### src/rtl/cpu_ctrl_pkg.sv
// Shared constants for the hardwired control sequencer: opcodes, FSM state
// encodings, ALU one-hot bit positions and the instruction class type.
package cpu_ctrl_pkg;

  localparam int unsigned OP_W  = 5;
  localparam int unsigned REG_W = 4;
  localparam int unsigned ALU_W = 13;
  localparam int unsigned ST_W  = 4;

  localparam logic [OP_W-1:0] OP_ADD  = 5'b00011;
  localparam logic [OP_W-1:0] OP_SUB  = 5'b00100;
  localparam logic [OP_W-1:0] OP_SHR  = 5'b00101;
  localparam logic [OP_W-1:0] OP_SHRA = 5'b00110;
  localparam logic [OP_W-1:0] OP_SHL  = 5'b00111;
  localparam logic [OP_W-1:0] OP_ROR  = 5'b01000;
  localparam logic [OP_W-1:0] OP_ROL  = 5'b01001;
  localparam logic [OP_W-1:0] OP_AND  = 5'b01010;
  localparam logic [OP_W-1:0] OP_OR   = 5'b01011;
  localparam logic [OP_W-1:0] OP_MUL  = 5'b01111;
  localparam logic [OP_W-1:0] OP_DIV  = 5'b10000;
  localparam logic [OP_W-1:0] OP_NEG  = 5'b10001;
  localparam logic [OP_W-1:0] OP_NOT  = 5'b10010;
  localparam logic [OP_W-1:0] OP_NOP  = 5'b11010;
  localparam logic [OP_W-1:0] OP_HALT = 5'b11011;

  localparam logic [ST_W-1:0] S_RST   = 4'd0;
  localparam logic [ST_W-1:0] S_T0    = 4'd1;
  localparam logic [ST_W-1:0] S_T1    = 4'd2;
  localparam logic [ST_W-1:0] S_T2    = 4'd3;
  localparam logic [ST_W-1:0] S_T3    = 4'd4;
  localparam logic [ST_W-1:0] S_T4    = 4'd5;
  localparam logic [ST_W-1:0] S_T5    = 4'd6;
  localparam logic [ST_W-1:0] S_T6    = 4'd7;
  localparam logic [ST_W-1:0] S_STALL = 4'd8;
  localparam logic [ST_W-1:0] S_HALT  = 4'd9;

  // alu_op bit positions, AND in the MSB
  localparam int unsigned ALU_AND  = 12;
  localparam int unsigned ALU_OR   = 11;
  localparam int unsigned ALU_ADD  = 10;
  localparam int unsigned ALU_SUB  = 9;
  localparam int unsigned ALU_MUL  = 8;
  localparam int unsigned ALU_DIV  = 7;
  localparam int unsigned ALU_SHR  = 6;
  localparam int unsigned ALU_SHRA = 5;
  localparam int unsigned ALU_SHL  = 4;
  localparam int unsigned ALU_ROR  = 3;
  localparam int unsigned ALU_ROL  = 2;
  localparam int unsigned ALU_NEG  = 1;
  localparam int unsigned ALU_NOT  = 0;

  typedef enum logic [2:0] {
    CL_NOP    = 3'd0,
    CL_ALU    = 3'd1,
    CL_MULDIV = 3'd2,
    CL_UNARY  = 3'd3,
    CL_HALT   = 3'd4
  } op_class_e;

endpackage

### src/rtl/ctrl_decode.sv
// Opcode decoder: instruction class, one-hot ALU operation and legality.
// Undefined opcodes decode as NOP with legal=0.
module ctrl_decode
  import cpu_ctrl_pkg::*;
(
  input  logic [OP_W-1:0]  op,
  output op_class_e        cls,
  output logic [ALU_W-1:0] alu_op,
  output logic             legal
);

  always_comb begin
    cls    = CL_NOP;
    alu_op = '0;
    legal  = 1'b1;
    case (op)
      OP_ADD:  begin cls = CL_ALU;    alu_op[ALU_ADD]  = 1'b1; end
      OP_SUB:  begin cls = CL_ALU;    alu_op[ALU_SUB]  = 1'b1; end
      OP_SHR:  begin cls = CL_ALU;    alu_op[ALU_SHR]  = 1'b1; end
      OP_SHRA: begin cls = CL_ALU;    alu_op[ALU_SHRA] = 1'b1; end
      OP_SHL:  begin cls = CL_ALU;    alu_op[ALU_SHL]  = 1'b1; end
      OP_ROR:  begin cls = CL_ALU;    alu_op[ALU_ROR]  = 1'b1; end
      OP_ROL:  begin cls = CL_ALU;    alu_op[ALU_ROL]  = 1'b1; end
      OP_AND:  begin cls = CL_ALU;    alu_op[ALU_AND]  = 1'b1; end
      OP_OR:   begin cls = CL_ALU;    alu_op[ALU_OR]   = 1'b1; end
      OP_MUL:  begin cls = CL_MULDIV; alu_op[ALU_MUL]  = 1'b1; end
      OP_DIV:  begin cls = CL_MULDIV; alu_op[ALU_DIV]  = 1'b1; end
      OP_NEG:  begin cls = CL_UNARY;  alu_op[ALU_NEG]  = 1'b1; end
      OP_NOT:  begin cls = CL_UNARY;  alu_op[ALU_NOT]  = 1'b1; end
      OP_NOP:  cls = CL_NOP;
      OP_HALT: cls = CL_HALT;
      default: legal = 1'b0;
    endcase
  end

endmodule

### src/rtl/control_sequencer.sv
// Hardwired Moore control unit: fetch over the datapath bus, decode IR and
// step T-states, driving one-hot register, bus-select and ALU strobes.
module control_sequencer
  import cpu_ctrl_pkg::*;
#(
  parameter int unsigned NREGS = 16,
  parameter int unsigned OPW   = 5
) (
  input  logic              clk,
  input  logic              reset,
  input  logic [31:0]       IR,
  input  logic              mem_ready,
  input  logic              stop,
  output logic [NREGS-1:0]  Rin,
  output logic [NREGS-1:0]  Rout,
  output logic              HIin,
  output logic              LOin,
  output logic              HIout,
  output logic              LOout,
  output logic              Zhighout,
  output logic              Zlowout,
  output logic              PCout,
  output logic              PCin,
  output logic              IncPC,
  output logic              MARin,
  output logic              MDRin,
  output logic              MDRout,
  output logic              IRin,
  output logic              Yin,
  output logic              Zin,
  output logic              Read,
  output logic [ALU_W-1:0]  alu_op,
  output logic              run,
  output logic              illegal
);

  logic [ST_W-1:0]  state_q, state_d;
  logic [OPW-1:0]   op;
  logic [REG_W-1:0] ra, rb, rc;
  logic [NREGS-1:0] ra_oh, rb_oh, rc_oh;
  op_class_e        cls;
  logic [ALU_W-1:0] dec_alu;
  logic             legal;
  logic [ST_W-1:0]  boundary;
  logic             unused_ir;

  assign op        = IR[31 -: OPW];
  assign ra        = IR[26:23];
  assign rb        = IR[22:19];
  assign rc        = IR[18:15];
  assign unused_ir = ^IR[14:0];

  assign ra_oh = NREGS'(1) << ra;
  assign rb_oh = NREGS'(1) << rb;
  assign rc_oh = NREGS'(1) << rc;

  ctrl_decode u_decode (
    .op     (OP_W'(op)),
    .cls    (cls),
    .alu_op (dec_alu),
    .legal  (legal)
  );

  // Where the last T-state of an instruction goes
  assign boundary = stop ? S_STALL : S_T0;

  always_ff @(posedge clk or posedge reset) begin
    if (reset) state_q <= S_RST;
    else       state_q <= state_d;
  end

  always_comb begin
    state_d = state_q;
    case (state_q)
      S_RST:   state_d = stop ? S_STALL : S_T0;
      S_T0:    state_d = S_T1;
      S_T1:    if (mem_ready) state_d = S_T2;
      S_T2:    state_d = S_T3;
      S_T3: begin
        case (cls)
          CL_ALU, CL_MULDIV, CL_UNARY: state_d = S_T4;
          CL_HALT:                     state_d = S_HALT;
          default:                     state_d = boundary;
        endcase
      end
      S_T4:    state_d = (cls == CL_ALU || cls == CL_MULDIV) ? S_T5 : boundary;
      S_T5:    state_d = (cls == CL_MULDIV) ? S_T6 : boundary;
      S_T6:    state_d = boundary;
      S_STALL: if (!stop) state_d = S_T0;
      S_HALT:  state_d = S_HALT;
      default: state_d = S_RST;
    endcase
  end

  // Moore strobe decode from state plus IR fields
  always_comb begin
    Rin      = '0;
    Rout     = '0;
    HIin     = 1'b0;
    LOin     = 1'b0;
    HIout    = 1'b0;
    LOout    = 1'b0;
    Zhighout = 1'b0;
    Zlowout  = 1'b0;
    PCout    = 1'b0;
    PCin     = 1'b0;
    IncPC    = 1'b0;
    MARin    = 1'b0;
    MDRin    = 1'b0;
    MDRout   = 1'b0;
    IRin     = 1'b0;
    Yin      = 1'b0;
    Zin      = 1'b0;
    Read     = 1'b0;
    alu_op   = '0;
    run      = 1'b0;
    illegal  = 1'b0;
    case (state_q)
      S_T0: begin
        run = 1'b1; PCout = 1'b1; MARin = 1'b1; IncPC = 1'b1; PCin = 1'b1;
      end
      S_T1: begin
        run = 1'b1; Read = 1'b1; MDRin = 1'b1;
      end
      S_T2: begin
        run = 1'b1; MDRout = 1'b1; IRin = 1'b1;
      end
      S_T3: begin
        run     = 1'b1;
        illegal = ~legal;
        case (cls)
          CL_ALU:    begin Rout = rb_oh; Yin = 1'b1; end
          CL_MULDIV: begin Rout = ra_oh; Yin = 1'b1; end
          CL_UNARY:  begin Rout = rb_oh; alu_op = dec_alu; Zin = 1'b1; end
          default:   ;
        endcase
      end
      S_T4: begin
        run = 1'b1;
        case (cls)
          CL_ALU:    begin Rout = rc_oh; alu_op = dec_alu; Zin = 1'b1; end
          CL_MULDIV: begin Rout = rb_oh; alu_op = dec_alu; Zin = 1'b1; end
          CL_UNARY:  begin Zlowout = 1'b1; Rin = ra_oh; end
          default:   ;
        endcase
      end
      S_T5: begin
        run = 1'b1;
        case (cls)
          CL_ALU:    begin Zlowout = 1'b1; Rin = ra_oh; end
          CL_MULDIV: begin Zlowout = 1'b1; LOin = 1'b1; end
          default:   ;
        endcase
      end
      S_T6: begin
        run = 1'b1; Zhighout = 1'b1; HIin = 1'b1;
      end
      default: ;
    endcase
  end

endmodule

### config.mk
export PLATFORM = sky130hd
export DESIGN_NAME = control_sequencer
export DESIGN_NICKNAME = d
export VERILOG_FILES = /design/src/rtl/cpu_ctrl_pkg.sv /design/src/rtl/ctrl_decode.sv /design/src/rtl/control_sequencer.sv
export SDC_FILE = /design/constraint.sdc
export NUM_CORES = 1
export LEC_CHECK = 0
export BUFFER_PORTS_ARGS = -buffer_cell sky130_fd_sc_hd__buf_2
export CORE_ASPECT_RATIO = 1.75
export CORE_MARGIN = 5
export CORE_UTILIZATION = 39
export DETAILED_ROUTE_END_ITERATION = 6
export PLACE_DENSITY_LB_ADDON = 0.2
export SYNTH_ARGS = -nofsm -noshare
export SYNTH_HDL_FRONTEND = slang
export SYNTH_HIERARCHICAL = 1
export SYNTH_SLANG_ARGS = --single-unit
export TNS_END_PERCENT = 100
### constraint.sdc
create_clock -name clk -period 1.63 [get_ports clk]
set_input_delay 0 -clock clk [delete_from_list [all_inputs] [get_ports clk]]
set_output_delay 0 -clock clk [all_outputs]
set_load 0.02 [all_outputs]
Word level (Yosys, flattened, before mapping) --
Index checks and enable logic that the tools add are counted.
Operators by class: equal/unequal tests 30, shift operators 3, muxes and demuxes 44, bitwise logic cells 1, reductions and logical operators 12
Operator list (number):
- case mux 16 bit (2 select lines) | 4
- << shifter 1 x 4 -> 16 bit (first input constant) | 3
- case mux 4 bit (9 select lines) | 1
- two-way mux 16 bit | 2
- two-way mux 13 bit | 2
- case mux 13 bit (2 select lines) | 1
- equality test 5 x 4 -> 1 bit (second input constant) | 5
- equality test 5 bit (second input constant) | 5
- two-way mux 1 bit | 25
- equality test 5 x 3 -> 1 bit (second input constant) | 4
- two-way mux 4 bit | 5
- equality test 4 x 3 -> 1 bit (second input constant) | 4
- OR reduction 15 bit | 1
- case mux 3 bit (4 select lines) | 1
- OR reduction 2 bit | 5
- OR reduction 9 bit | 1
- equality test 4 x 2 -> 1 bit (second input constant) | 2
- equality test 4 bit (second input constant) | 2
- case mux 4 bit (2 select lines) | 1
- OR reduction 7 bit | 1
- equality test 3 x 2 -> 1 bit (second input constant) | 2
- equality test 5 x 2 -> 1 bit (second input constant) | 1
- equality test 4 x 1 -> 1 bit (second input constant) | 1
- zero test 4 bit | 1
- 8 further kinds | 10
Word-level totals: register bits after elaboration 4, input bits 36, output and inout port bits 63, word-level logic and storage cells 91

Longest topological paths before layout --
Gate-level depths: netlist of run 1.
word-level depth 7, depth in mapped cells 9, mapped depth without buffers 7

Modules after synthesis --
The synthesis of run 1 kept the hierarchy.
By module, submodules not included:
- control_sequencer | instances 1, cells an instance 206, area an instance 1318.8 µm²
- ctrl_decode | instances 1, cells an instance 31, area an instance 192.7 µm²

Worst setup path before layout of run 1 --
Ideal clock, no wire load.
path type input-to-output, start point input IR[30], end point output Zlowout, arrival time 2.207 ns, data required time 1.630 ns, path slack -0.577 ns, stages 7, path through or3b_4 -> o21bai_1 -> buf_6 -> or3b_2 -> buf_2 -> nor3_1 -> nand2b_1
Between the ends: longest elaborated chain between the ends 7
Ends and longest elaborated chain:
- start: declaration | line control_sequencer.sv:11 | input logic [31:0] IR,
- equality test 5 x 4 -> 1 bit (tied with other cells) | line ctrl_decode.sv:16 | case (op)
- OR reduction 9 bit (no line) / OR reduction 2 bit (equally long branches)
- case mux 3 bit (4 select lines) (*) | line ctrl_decode.sv:16
- via cls[1] | line control_sequencer.sv:41 | op_class_e cls;
- equality test 3 x 1 -> 1 bit / equality test 3 x 2 -> 1 bit (equally long branches) | line control_sequencer.sv:149 | case (cls)
- OR reduction 2 bit (no line)
- two-way mux 1 bit | line control_sequencer.sv:149
- case mux 1 bit (2 select lines) (*) | line control_sequencer.sv:118 | case (state_q)
- end: declaration | line control_sequencer.sv:21 | output logic Zlowout,
The timed path passes the listed nets; every way through them passes the cells marked *.

Worst setup path after layout of run 1 --
start point input IR[31], end point output Rin[2]
Between the ends: longest elaborated chain between the ends 6
Ends and longest elaborated chain:
- equality test 5 x 4 -> 1 bit (tied with other cells) | line ctrl_decode.sv:16
- OR reduction 9 bit (no line) / OR reduction 2 bit (equally long branches)
- case mux 3 bit (4 select lines) (*) | line ctrl_decode.sv:16
- via cls[1] | line control_sequencer.sv:41
- equality test 3 x 1 -> 1 bit / equality test 3 x 2 -> 1 bit (equally long branches) | line control_sequencer.sv:149, control_sequencer.sv:140
- two-way mux 16 bit, on equally long branches | line control_sequencer.sv:149, control_sequencer.sv:140
- case mux 16 bit (2 select lines) (*) | line control_sequencer.sv:118
- end: declaration | line control_sequencer.sv:14 | output logic [NREGS-1:0] Rin,
Marks and branches as above.

==> reports/results.ini, run 1 <==
[run_status]
status = complete, but fails checks
violations = setup timing

[final_layout]
areaGrowthSynthToFinish_pct = 116
drive_above_1_share = 0.657
nNetsFinal = 394
reg_top3 = state_q x4
antenna_cells = 0
largest_register_ffs = 4
largest_register = state_q
postLayoutCellArea_um2 = 3270

[worst_setup_path]
crit_path_end_kind = primary output
reg2reg_from = state_q[1]
cp_max_fo = 4
cp.required_ns = 1.63
cp.arrival_ns = 2.22
criticalPathCategory = input port to primary output
critPathLaunch = IR[31]
cp-start-kind = input port

[routing]
route.detailed.drc = 0
dr.first_iter.drc_count = 139
wl_per_cell_um = 19.7
first_pass_iters = 5
vias = 2481
drt_wl_total_mm = 7.96
ant_nets = 0
viasPerCell = 6.14

[timing]
worst_slew_pin_slew_ns = 0.591
drv_slew = 0
grt_setup_unrepaired = yes
hold_viol = 0
timing.hold.ws_ns = 0.146
setup_viol = 53
fin_crit_ns = 2.22
worst_clock_skew_ns = 0.00342
fin_crit_sh = 1.36
finalSetupTns_ns = -23.82
relSlewSlack = 0.605
fmax_mhz = 451
fin_ws_ns = -0.587

[global_route]
grt_first_pass_wirelength_mm = 11.2
grt_max_degree = 18
antenna_found_initial = 0
grt_pass1_vias = 2458
gr-usage-all-layers = 0.255
grt_overflow = 0

[die]
start_util = 0.395
die_area_um2 = 5270
core_um2 = 3830
die_y_um = 92.4
rows = 30
die_w_um = 57.1
io_pins = 99

[synth]
synthTopCellsByCount = nor2_1, a22oi_1, nand2b_1, nor3_1, o22ai_1
synth_area_per_cell_um2 = 6.38
ys_seq_area_frac = 0.0662
synth_area_leaders = a22oi_1, nor2_1, nand2b_1, a32oi_1, dfrtp_1
synth_top_area_cell = a22oi_1
synth_area_um2 = 1510
synth_warnings = 6
ys_ff_latch = 4
synth_top_area_frac = 0.0993
synthCells = 237
yosysMostFrequentCell = nor2_1
synth.distinct_cells = 47
synth_edf_count = 0
synthArstFlopShare = 1.00
synth_ff_type = dfrtp_1

[power]
leakagePower_nw = 1.31
power.density_nw_per_um2 = 550
irDropWorstVdd_v = 0.000678

[cts]
htree_levels = 1
cts_buffers = 3
clk_pin_slew_ns = 0.03
cts_sinks = 4
clk-insertion-delay-late_ns = 0.22
cts_tree = done
ctsRootBufferMaster = clkbuf_8
cts_buffer_depth = 2

[placed_design]
place_area_um2 = 2590
gp_congestion = 0.898
io_buffer_count = 81
dp_hpwl_mm = 4.71

[worst_hold_path]
hp-class = input port to register
hp-start = stop

[job]
maxCapViolCount = 0

[critical path: stages]
cell and delay (ns):
buf_8 0.08, and2b_1 0.19, and3_4 0.18, o21bai_4 0.18
buf_6 0.12, or3b_1 0.34, a211o_1 0.36, or3b_4 0.45
nor3_4 0.18, buf_6 0.14
[cells by family (layout without fill, tap and decap cells)]
logic type | after synthesis | in the layout | share of synthesized area
compound gates | 73 | 73 | 0.351
simple gates | 127 | 127 | 0.463
xor+xnor | 3 | 3 | 0.0174
flops | 4 | 4 | 0.0662
other cells | 1 | 2 | 0.00248
buf+inv | 29 | 147 | 0.100
[per-layer routing]
metal  part of all wire  wire, um  global-route usage
met5                  0         0                   0
met4              0.048       382               0.101
met3              0.071       564              0.0363
met2               0.53      4190               0.465
met1               0.36      2830               0.288
[report_power, final]
group	internal [mW]	switching, mW
logic	0.572	0.845
registers	0.143	0.0260
clock network	0.157	0.0518
[cell usage in the layout, fill, tap and decap left out, types with 3 or more instances in the layout]
| cell type | instances |
|---|---|
| nor3_4 | 6 |
| buf_4 | 44 |
| nor3_2 | 6 |
| a32oi_1 | 11 |
| nor2b_1 | 7 |
| nor2_1 | 21 |
| a21oi_1 | 3 |
| xor2_1 | 3 |
| clkbuf_8 | 3 |
| nor2_4 | 16 |
| nand3b_1 | 3 |
| nor3_1 | 8 |
| and2_4 | 14 |
| nand2_1 | 7 |
| a22oi_1 | 8 |
| or3b_4 | 3 |
| o22ai_2 | 15 |
| o21ai_0 | 5 |
| a22oi_2 | 12 |
| buf_2 | 29 |
| buf_6 | 64 |
| dfrtp_1 | 4 |
| nand2b_4 | 3 |
| nand2b_1 | 15 |
[path summary, 6_finish.rpt]
| path | end | slack [ns] | cells past startpoint |
|---|---|---|---|
| worst max-delay path | Rin[2] | -0.59 | 10 |
| worst min-delay path | state_q[3] | 0.15 | 2 |
| worst max register to register | state_q[2] | 0.06 | 6 |
| worst min register to register | state_q[1] | 0.72 | 2 |
| max in group asynchronous | state_q[2] | 1.27 | 3 |
| min in group asynchronous | state_q[3] | 0.21 | 3 |
[cell type report]
type	instances	area, um2
multi-input cells	205	1780
repair buffers	142	1280
fillers	223	563
flip-flops and latches	4	100
well taps	48	60.1
clock buffers	3	41.3
inverters	2	7.51
[metrics by stage]
step           utilization  total power, mW  worst slack, ns  std cells
2_1_floorplan            -             1.09           -0.362        238
3_3_place_gp         0.678             1.44           -0.549        389
3_5_place_dp         0.678             1.45           -0.594        389
4_1_cts              0.811             1.74           -0.516        400
5_1_grt              0.853             1.92           -0.696        404
6_report             0.853             1.80           -0.587        404
[timing repair]
| item | CTS | global route |
|---|---|---|
| buffers inserted | 6 | 6 |
| setup endpoints to repair | 53 | 54 |
| pin swaps | 28 | 22 |
| hold endpoints to repair | 4 | 0 |
| gates cloned | 1 | 0 |
| resized for setup | 118 | 34 |
| hold buffers | 1 | 0 |
Note: power is estimated with default switching activity, not from simulation.
==> run 2, diff against run 1 <==
- SETUP_SLACK_MARGIN: not set -> 0.1
- clock period: 1.63 -> 2.01 ns (I/O delays scaled with it)
==> run 2 against run 1 <==
  * Sequential power down 20%
  * Combinational power decreased by 27%
  * Critical path depth rose by 2
  * First-iteration DRC count down 8.6%
  * Routed wire length decreased by 16%
  * Die area stayed put
  * Clock skew hardly changed
  * Count of clock-buffer cells in the layout is the same
  * Register-to-register slack improved by 0.56 ns
  * Setup slack better by 0.50 ns
  * The run still ends with setup timing left
  * Design area down 11%
==> reports/results.ini, run 2 (synthesized netlist as in run 1, its figures left out) <==
[final_layout]
largest_register = state_q
largest_register_ffs = 4
reg_top3 = state_q x4
final_util = 0.759
antenna_cells = 0
drive_above_1_share = 0.612
layout_common_cells = buf_4, buf_6, buf_2
areaGrowthSynthToFinish_pct = 92.2
final_common_cell = buf_4
nNetsFinal = 373

[run_status]
violations = setup timing
status = complete, but fails checks

[routing]
viasPerCell = 6.04
vias = 2314
wl_per_cell_um = 17.4
dr.first_iter.drc_count = 127
route.detailed.drc = 0
first_pass_iters = 5
wl_met2_mm = 3.77
dr.max_layer_used = met4
dr_wl_met3_um = 354
wl_met1_mm = 2.29
drt_wl_total_mm = 6.66
ant_nets = 0

[timing]
fin_crit_ns = 2.10
drv_slew = 0
fin_ws_ns = -0.0919
hold_viol = 0
worst_clock_skew_ns = 0.00314
fmax_mhz = 476
worst_slew_pin_slew_ns = 0.794
fin_crit_sh = 1.05
finalSetupTns_ns = -1.79
setup_viol = 31
relSlewSlack = 0.469
grt_setup_unrepaired = yes

[placed_design]
dp_hpwl_mm = 4.54
gp_congestion = 0.907
io_buffer_count = 81

[worst_setup_path]
critPathLaunch = IR[28]
critPathCapture = Rout[15]
cp-start-kind = input port
crit_path_end_kind = primary output
worstReg2RegEnd = state_q[3]
cp_max_fo = 7
reg2reg_from = state_q[2]
cp.arrival_ns = 2.10
rrSetupSlack_ns = 0.62
criticalPathCategory = input port to primary output
r2r_cells = 4
cp.required_ns = 2.01

[cts]
ctsRootBufferMaster = clkbuf_8
cts_buffer_depth = 2
clk_pin_slew_ns = 0.03
cts_buffers = 3
cts_sinks = 4
cts_tree = done
clk-insertion-delay-late_ns = 0.23
htree_levels = 1

[power]
power.density_nw_per_um2 = 467
irDropWorstVdd_v = 0.000665
finalPower_mw = 1.36
leakagePower_nw = 1.16

[worst_hold_path]
hp-class = input port to register

[die]
start_util = 0.395
rows = 30
die_w_um = 57.1
die_y_um = 92.4
io_pins = 99
core_um2 = 3830
die_area_um2 = 5270

[global_route]
grt_first_pass_wirelength_mm = 9.92
antenna_found_initial = 0
grt_max_degree = 18
gr-usage-all-layers = 0.227
grt_overflow = 0
grt_pass1_vias = 2176

[job]
maxCapViolCount = 0

[run 2: worst min path at each step]
stage,startpoint,end,slack [ns],cells past startpoint
after floorplan,reset,state_q[0],-0.23,1
after global placement,reset,state_q[3],-0.10,2
after detailed placement,reset,state_q[1],-0.10,2
after CTS,stop,state_q[3],0.11,2
after global routing,stop,state_q[3],0.14,2
final,stop,state_q[3],0.12,2
[run 2: layout make-up]
| type | instances | area, um2 |
|---|---|---|
| multi-input cells | 205 | 1700 |
| clock buffers | 3 | 41.3 |
| well taps | 48 | 60.1 |
| repair buffers | 121 | 1000 |
| inverters | 2 | 7.51 |
| flip-flops and latches | 4 | 100 |
| fillers | 283 | 923 |
[run 2: timing repair]
action | in CTS | in global routing
pin swaps | 33 | 15
resized for setup | 109 | 41
hold buffers | 1 | 0
hold endpoints to repair | 4 | 0
buffers inserted | 1 | 2
endpoints found under the setup margin | 33 | 46
gates cloned | 0 | 1
[run 2: report_power, final]
part           internal [mW]  switching [mW]
Sequential             0.116          0.0186
Combinational          0.417           0.626
Clock                  0.128          0.0509
Total                  0.661           0.696
[run 2: stage by stage]
step	cell area (um2)	cells	hold WS [ns]	setup WS, ns
2_1_floorplan	1710	238	-0.234	0.0298
3_3_place_gp	2290	375	-0.105	-0.146
3_5_place_dp	2290	375	-0.103	-0.158
4_1_cts	2730	380	0.111	-0.0974
5_1_grt	2910	383	0.139	-0.219
6_report	2910	383	0.119	-0.0919
[run 2: layer usage]
metal / track usage / vias up
met5: 0 / -
met3: 0.0167 / 24
met4: 0.120 / 0
met2: 0.431 / 115
met1: 0.237 / 1094
li1: - / 1081
[run 2: worst max-delay path, cell delays in order]
cell and delay, ns:
buf_2 0.10, buf_4 0.16, nand2b_4 0.15, a2bb2oi_2 0.14, nand4b_1 0.13, buf_4 0.15, or3b_4 0.44, buf_6 0.17
nor2_4 0.17, a32oi_1 0.17, o22ai_2 0.16, buf_4 0.16
==> run 3, diff against run 2 <==
- RECOVER_POWER: not set -> 100
==> run 3 against run 2 <==
  * Routed wire length is 0.81% higher
  * The run still ends with setup timing left
  * Register-to-register slack hardly changed
  * Maximum frequency is 0.18% lower
  * Highest routed layer unchanged
  * Die area stayed put
  * Global-route usage stayed put
  * Cell count stayed put
==> reports/results.ini, run 3 (synthesized netlist as in run 1, its figures left out) <==
[worst_setup_path]
critPathMostFrequentCell = buf_4
r2r_cells = 4
reg2reg_from = state_q[2]
rrSetupSlack_ns = 0.62
cp_max_fo = 7
worstReg2RegEnd = state_q[3]
cp.arrival_ns = 2.11
crit_path_end_kind = primary output
cp.required_ns = 2.01
worst_path_max_delay_cell = or3b_4
cpPeakStageDelay_ns = 0.44
crit_chain = buf_2 > buf_4 > nand2b_4 > a2bb2oi_2 > nand4b_1 > buf_4 > or3b_4 > buf_6 > nor2_4 > a32oi_1 > o22ai_2 > buf_4
criticalPathCategory = input port to primary output
cp-start-kind = input port

[die]
io_pins = 99
core_um2 = 3830
rows = 30
start_util = 0.395
die_area_um2 = 5270
die_y_um = 92.4
die_w_um = 57.1

[timing]
hold_viol = 0
relSlewSlack = 0.439
timing.hold.ws_ns = 0.117
finalSetupTns_ns = -1.96
drv_slew = 0
setup_viol = 30
fin_ws_ns = -0.0956
fin_crit_sh = 1.05
worst_slew_pin_slew_ns = 0.840
worst_clock_skew_ns = 0.00301
fmax_mhz = 475
grt_setup_unrepaired = yes
fin_crit_ns = 2.11

[worst_hold_path]
hp-class = input port to register
whs_path_depth = 2
worstHoldEndpoint = state_q[3]
hp-start = stop

[routing]
ant_nets = 0
first_pass_iters = 5
vias = 2345
wl_per_cell_um = 17.5
viasPerCell = 6.12
route.detailed.drc = 0
drt_wl_total_mm = 6.72
dr.first_iter.drc_count = 143

[placed_design]
place_ws_ns = -0.158
io_buffer_count = 81
place_area_um2 = 2290
gp_congestion = 0.907
place_inst = 375
dp_hpwl_mm = 4.54

[cts]
clk-insertion-delay-late_ns = 0.23
ctsRootBufferMaster = clkbuf_8
cts_buffer_depth = 2
cts_tree = done
cts_sinks = 4
clk_pin_slew_ns = 0.03
cts_buffers = 3
htree_levels = 1

[global_route]
antenna_found_initial = 0
grt_pass1_vias = 2176
grt_max_degree = 18
gr-usage-all-layers = 0.227
grt_overflow = 0
grt_first_pass_wirelength_mm = 9.92

[final_layout]
drive_above_1_share = 0.579
areaGrowthSynthToFinish_pct = 91.1
nNetsFinal = 373
largest_register = state_q
postLayoutCellArea_um2 = 2890
reg_top3 = state_q x4
final_util = 0.755
final_cells = 383
layout_common_cells = buf_4, buf_6, nor2_1
final_common_cell = buf_4
antenna_cells = 0
largest_register_ffs = 4

[run_status]
status = complete, but fails checks
violations = setup timing

[job]
maxCapViolCount = 0

[power]
power.density_nw_per_um2 = 464
leakagePower_nw = 1.12
irDropWorstVdd_v = 0.000602
finalPower_mw = 1.34

[run 3: worst max path at each step]
stage          startpoint        to  slack [ns]  depth (start not counted)
2_1_floorplan      IR[31]    Rin[2]        0.03                          8
3_3_place_gp       IR[31]    Rin[2]       -0.15                         10
3_5_place_dp       IR[31]    Rin[2]       -0.16                         10
4_1_cts            IR[30]    Rin[2]        -0.1                         10
5_1_grt            IR[28]  Rout[15]       -0.22                         12
6_report           IR[28]  Rout[15]        -0.1                         12
[run 3: metal layers]
metal  share of wire  global-route usage
met1            0.34               0.237
met2            0.56               0.431
met3           0.057              0.0167
met4           0.038               0.120
met5               0                   0
[run 3: area by class of cell]
type                    count  area [um2]
inverters                   2        7.51
clock buffers               3        41.3
well taps                  48        60.1
flip-flops and latches      4         100
fillers                   290         940
multi-input cells         205        1700
repair buffers            121         983
[run 3: where the power goes]
group          leakage (nW)  internal (mW)  switching (mW)  total (mW)
clock                0.0216          0.128          0.0512       0.180
combinational          1.04          0.393           0.632        1.03
sequential           0.0515          0.116          0.0186       0.135
[run 3: repair_timing]
| item | in CTS | in global routing |
|---|---|---|
| hold buffers | 1 | 0 |
| cloned | 0 | 1 |
| pin swaps | 33 | 15 |
| buffers inserted | 1 | 2 |
| hold endpoints to repair | 4 | 0 |
| gates resized for setup | 109 | 41 |
| endpoints found under the setup margin | 33 | 46 |
[run 3: worst max-delay path, delay by kind of cell]
kind / cells / cell delay, ns
simple gates: 4 / 0.89
compound gates: 3 / 0.47
buf+inv: 5 / 0.74
